`config.mk`:
```
export PLATFORM = sky130hd
export DESIGN_NAME = counter
export DESIGN_NICKNAME = d
export VERILOG_FILES = /design/src/rtl/counter_pkg.sv /design/src/rtl/counter_bcd_to_7seg.sv /design/src/rtl/counter.sv
export SDC_FILE = /design/constraint.sdc
export NUM_CORES = 1
export LEC_CHECK = 0
export BUFFER_PORTS_ARGS = -buffer_cell sky130_fd_sc_hd__buf_2
export CAP_MARGIN = 20
export CORE_MARGIN = 4
export CORE_UTILIZATION = 46
export DETAILED_ROUTE_END_ITERATION = 12
export SETUP_SLACK_MARGIN = 0.02
export SLEW_MARGIN = 20
export SYNTH_ARGS = -nofsm -noshare
export SYNTH_HDL_FRONTEND = slang
export SYNTH_SLANG_ARGS = --single-unit
```
`constraint.sdc`:
```
create_clock -name clk -period 3.26 [get_ports clk]
set_input_delay 0.163 -clock clk [delete_from_list [all_inputs] [get_ports clk]]
set_output_delay 0.163 -clock clk [all_outputs]
set_load 0.02 [all_outputs]
```
`src/rtl/counter_pkg.sv`:
```
// Shared types and constants for the four-digit BCD counter with a multiplexed 7-segment display.
package counter_pkg;

  typedef logic [3:0] bcd_t;

  // Active-low segment codes {dp,g,f,e,d,c,b,a}; dp is always off.
  localparam logic [7:0] SEG_0 = 8'hC0;
  localparam logic [7:0] SEG_1 = 8'hF9;
  localparam logic [7:0] SEG_2 = 8'hA4;
  localparam logic [7:0] SEG_3 = 8'hB0;
  localparam logic [7:0] SEG_4 = 8'h99;
  localparam logic [7:0] SEG_5 = 8'h92;
  localparam logic [7:0] SEG_6 = 8'h82;
  localparam logic [7:0] SEG_7 = 8'hF8;
  localparam logic [7:0] SEG_8 = 8'h80;
  localparam logic [7:0] SEG_9 = 8'h90;
  localparam logic [7:0] SEG_BLANK = 8'hFF;

  localparam logic [3:0] CTRL_OFF = 4'b1111;

  localparam bcd_t BCD_MAX   = 4'd9;
  localparam bcd_t BCD_BLANK = 4'hF;

endpackage

```
`src/rtl/counter_bcd_to_7seg.sv`:
```
// Combinational BCD to active-low 7-segment decoder; any non-BCD code shows a blank digit.
module bcd_to_7seg
  import counter_pkg::*;
(
  input  bcd_t       digit,
  output logic [7:0] segment
);

  always_comb begin
    segment = SEG_BLANK;
    case (digit)
      4'd0: segment = SEG_0;
      4'd1: segment = SEG_1;
      4'd2: segment = SEG_2;
      4'd3: segment = SEG_3;
      4'd4: segment = SEG_4;
      4'd5: segment = SEG_5;
      4'd6: segment = SEG_6;
      4'd7: segment = SEG_7;
      4'd8: segment = SEG_8;
      4'd9: segment = SEG_9;
      default: segment = SEG_BLANK;
    endcase
  end

endmodule

```
`src/rtl/counter.sv`:
```
// Four-digit BCD counter driving a scanned 7-segment display with registered outputs.
// Optional leading-zero blanking is enabled by defining COUNTER_LEADING_ZERO_BLANK_EN.
module counter
  import counter_pkg::*;
#(
  parameter int TICK_DIV = 1000,
  parameter int SCAN_DIV = 16
) (
  input  logic       clk,
  input  logic       rst,
  output logic [3:0] ctrl,
  output logic [7:0] segment
);

  localparam int TW = (TICK_DIV > 1) ? $clog2(TICK_DIV) : 1;
  localparam int SW = (SCAN_DIV > 1) ? $clog2(SCAN_DIV) : 1;
  localparam logic [TW-1:0] TICK_LAST = TW'(TICK_DIV - 1);
  localparam logic [SW-1:0] SCAN_LAST = SW'(SCAN_DIV - 1);

  logic [TW-1:0] pre;
  logic [SW-1:0] scan;
  logic [1:0]    idx;
  bcd_t [3:0]    count;
  bcd_t [3:0]    count_next;
  logic          tick;
  logic          scan_end;
  logic          blank;
  bcd_t          shown;
  logic [7:0]    seg_code;

  assign tick     = (pre == TICK_LAST);
  assign scan_end = (scan == SCAN_LAST);

  // Decimal ripple increment: the carry stops at the first digit below 9.
  always_comb begin
    logic carry;
    carry      = tick;
    count_next = count;
    for (int i = 0; i < 4; i++) begin
      if (carry) begin
        if (count[i] >= BCD_MAX) begin
          count_next[i] = '0;
        end else begin
          count_next[i] = count[i] + 4'd1;
          carry         = 1'b0;
        end
      end
    end
  end

`ifdef COUNTER_LEADING_ZERO_BLANK_EN
  logic lead;

  // A digit is blank only if it and every digit above it are zero; d0 always shows.
  always_comb begin
    lead  = 1'b1;
    blank = 1'b0;
    for (int i = 3; i >= 1; i--) begin
      lead = lead && (count[i] == 4'd0);
      if (idx == 2'(i)) blank = lead;
    end
  end
`else
  assign blank = 1'b0;
`endif

  assign shown = blank ? BCD_BLANK : count[idx];

  bcd_to_7seg u_dec (
    .digit   (shown),
    .segment (seg_code)
  );

  // Outputs sample the pre-update count and index, so the display lags state by one cycle.
  always_ff @(posedge clk or posedge rst) begin
    if (rst) begin
      pre     <= '0;
      scan    <= '0;
      idx     <= '0;
      count   <= '0;
      ctrl    <= CTRL_OFF;
      segment <= SEG_BLANK;
    end else begin
      pre     <= tick ? '0 : pre + 1'b1;
      scan    <= scan_end ? '0 : scan + 1'b1;
      count   <= count_next;
      if (scan_end) idx <= idx + 2'd1;
      ctrl    <= ~(4'b0001 << idx);
      segment <= seg_code;
    end
  end

endmodule

```
**After elaboration in Yosys (flattened, before gate mapping)**

Memory sizes are Yosys's and may differ from the RTL's. A register that Yosys moved wholly into a read port is not among the register bits.
Cells that the tools add are included.

- Bits of input ports: 2
- Flip-flop bits (word level): 44
- ROM bits: 112
- Memories: 1
- Output and inout bits: 12

Memories:

| name | words | width | rd ports | clocked after Yosys merged registers in | wr ports | line | text |
|---|---|---|---|---|---|---|---|
| (name not given) | 16 | 7 | 1 | 1 | 0 | counter_bcd_to_7seg.sv:11 | `case (digit)` |

- Magnitude comparators: 5
- Add/subtract/negate cells: 7
- Bitwise operators: 1
- Mux-type cells: 14
- Eq/ne operators: 2
- Shift operators: 1

Operators with widths:

| cell | count |
|---|---|
| $mux 4 | 6 |
| $add 4x1->4 const B | 5 |
| $ge 4x4->1 const B | 4 |
| $add 10x1->10 const B | 1 |
| $eq 10x10->1 const B | 1 |
| $mux 10 | 1 |
| $bmux 4 s2 | 1 |
| $mux 1 | 6 |
| $eq 4x4->1 const B | 1 |
| $not 4->4 | 1 |
| $shl 1x2->4 const A | 1 |
| $lt 2x3->1 const B | 1 |
| $add 2x1->2 const B | 1 |

**Logic depth before layout (Yosys ltp)**

- Depth in word-level cells: 5
- Mapped depth: 7

**Modules after synthesis**

Synthesis repeated with hierarchy kept, for this count alone.

- Cell total of the unflattened synthesis: 224
- Area total of the unflattened synthesis: 2363.5 um^2

Modules (own cells, without submodules):

| module | cells each | sequential area each (um^2) | area each (um^2) | times used |
|---|---|---|---|---|
| counter | 189 | 1116.1 | 2142.1 | 1 |
| bcd_to_7seg | 35 | 0.0 | 221.5 | 1 |

**Worst setup path after synthesis**

Ideal clock, no wire load.

- Path kind: register to register
- Start: reg count[0] in the netlist's numbering
- End: reg count[12] in the netlist's numbering
- Cell stages (with the launch flop): 8
- Setup time: 0.125 ns
- Required time: 3.135 ns
- Slack: 1.238 ns
- Arrival: 1.897 ns
- Path through: dfrtp_1 > inv_1 > ha_1 > nor3b_1 > or4b_4 > buf_6 > nor3_1 > mux2_2

- Longest elaborated chain between the ends: 5

Ends and longest elaborated chain:

| element | line | text |
|---|---|---|
| start: declaration | counter.sv:23 | `bcd_t [3:0] count;` |
| start signal: assignment | counter.sv:86 | `count <= count_next;` |
| $ge 4x4->1 | counter.sv:41 | `if (count[i] >= BCD_MAX) begin` |
| $mux 1 | counter.sv:41 |  |
| $mux 1 (3 in series) | counter.sv:40 | `if (carry) begin` |

Every way passes these cells.
A chain may end at the register's enable or synchronous reset.

**Worst setup path in the final report**

- Start: reg count[0] in the netlist's numbering
- End: reg count[8] in the netlist's numbering

- Longest elaborated chain between the ends: 4

Ends and longest elaborated chain:

| element | line |
|---|---|
| $ge 4x4->1 | counter.sv:41 |
| $mux 1 | counter.sv:41 |
| $mux 1 (2 in series) | counter.sv:40 |

Every way passes these cells.

==> out/qor.yml <==
outcome: "completed"
syn-instance-count: 226
leakage_nw: 1.21
grt_start_max_net_pins: 24
core-area_sq_mm: 0.00507
ys_top_cells_by_count: "dfrtp_1, ha_1, inv_1"
dr.pass1.iters: 4
final_layout_size_suffix_gt1_share_pct: 19.2
avgSynthCellArea_sq_um: 10.6
hpwl_microns: 3050
netlist_area_sq_mm: 0.00240
grtUsageMet3_pct: 3.59
htree_levels: 2
yosysWarnings: 0
ctsHoldBuffers: 0
grt_pass1_wl_microns: 7270
grt_setup_unrepaired: "false"
cts_sinks: 43
die-height_microns: 80.2
drtIter0Drc: 71
area_growth_pct: 9.39
die_w_microns: 80.2
postCtsSetupBuffers: 0
crit_start: "count[0]"
gp_congestion: 0.749
grt_overflow: 0
setup_viol: 0
wire_per_inst_microns: 13.3
tightest_slew_ns: 0.775
instances_no_fill: 310
antenna_left: 0
port_buffers: 12
nets: 264
syn_nets: 251
start_util_pct: 47.2
grt_pass1_vias: 1592
antenna_cells: 0
critPathLaunchType: "flip-flop"
min_period_ns: 2.22
powerDensity_mw_per_mm2: 362
clkTransAtPathRegs_ns: 0.08
cp.required_ns: 3.44
ctsResizeCount: 0
finalPower_uw: 951
hold_viol_final: 0
hp-class: "in2async"
numCtsBuffers: 5
synth_top_area_share_pct: 33.4
clkLatencyLatePin_ns: 0.30
relSlewSlack_pct: 48.3
timing.critical_path.fanout_max: 5
cts_tree: "done"
yosysUniqueCellTypes: 47
use_met1_pct: 19.3
pin_count: 14
yosysSeqAreaShare_pct: 45.5
period_share_pct: 68.1
critPathCaptureType: "flip-flop"
die_area_sq_mm: 0.00643
drv_slew: 0
fin_skew_ns: 0.00710
async_reset_ff_share_pct: 100
antenna_found_initial: 0
drv_cap: 0
synth-edff-count: 0
synth_area_leaders: "dfrtp_1, dfstp_2, ha_1, mux4_2, inv_1"
drc_errors: 0
setup_tns_ns: 0
cts-root-buf: "clkbuf_8"
post-place-cells: 302
worstSetupPathType: "reg2reg"
clock.fmax_ghz: 0.450
rr_startpoint: "count[0]"
rows: 26
grt_use_met2_pct: 22.6
grtUsageTotal_pct: 14.6
ys_ff_latch: 43
synth.most_common_cell: "dfrtp_1"
synth_area_leader_cell: "dfrtp_1"
holdWs_ns: 0.000640
viasPerCell: 5.23
grt_busiest_layer: "met2"
routed_wl_microns: 4140
vdd_drop_max_mv: 0.203
cts.path.max_buffers: 2
vias: 1622
worstPathArrival_ns: 2.40
synthFlopType: "dfrtp_1"
-- path summary, 6_finish.rpt --
path                              end  slack [ns]  cells after the start
min                         count[14]      0.0006                      2
min in group clk               pre[0]        0.46                      1
max                          count[8]        1.04                      6
max reg2reg                  count[8]        1.04                      6
max in group asynchronous  segment[6]        2.43                      3
min reg2reg                    pre[0]        0.46                      1
-- worst max-delay path: stages, from the launching register on --
cell	delay (ns)
dfrtp_1	0.41
inv_1	0.10
ha_1	0.20
nor3b_1	0.15
nor4b_1	0.62
nand3_1	0.30
mux2_2	0.33
-- registers in the layout, indices dropped and copies added, names as in the netlist --
register	cells
ctrl	4
idx	2
scan	4
pre	10
segment	7
count	16
-- power by group --
group	internal [mW]	leakage (nW)	switching (mW)
Clock	0.229	0.0524	0.175
Combinational	0.00126	0.626	0.0112
Sequential	0.534	0.532	0
-- logic make-up after synthesis --
kind of cell / Yosys count / share of synthesized area (%)
adders and majority gates: 23 / 12.0
xor gates and xnor gates: 10 / 3.65
DFF: 43 / 45.5
other: 1 / 0.156
and+or+nand+nor: 72 / 17.1
muxes: 12 / 7.31
AOI/OAI and AO/OA: 36 / 9.19
buffers and inverters: 29 / 5.11
-- stage by stage --
step / utilization (%) / instance area [sq um] / setup WS [ns]
after floorplan: - / 2400 / 1.24
after global placement: 49.6 / 2520 / 1.12
after detailed placement: 49.6 / 2520 / 1.07
after CTS: 51.7 / 2620 / 1.06
after global routing: 51.7 / 2620 / 0.914
final: 51.7 / 2620 / 1.04
-- cell usage in the layout (no fill, tap or decap), drive strengths merged, types with 6 or more instances in the layout --
master,netlist,layout
dfstp,11,11
ha,23,23
nand3,10,10
a21oi,10,10
nand2,6,6
clkbuf,4,7
o21ai,12,12
dfrtp,32,32
nor2,20,20
buf,4,14
inv,21,21
-- final cells by class --
type	instances	area, sq um
Inverter	21	78.8
Timing Repair Buffer	14	75.1
Clock inverter	1	30.0
Sequential cell	43	1090
Multi-Input combinational cell	154	1180
Fill cell	470	2450
Tap cell	70	87.6
Clock buffer	7	76.3
-- routing by layer --
metal	vias up	wire (microns)
met3	9	114
li1	810	-
met2	18	1950
met5	-	0
met4	0	93
met1	785	1980
(Power assumes the default switching activity.)
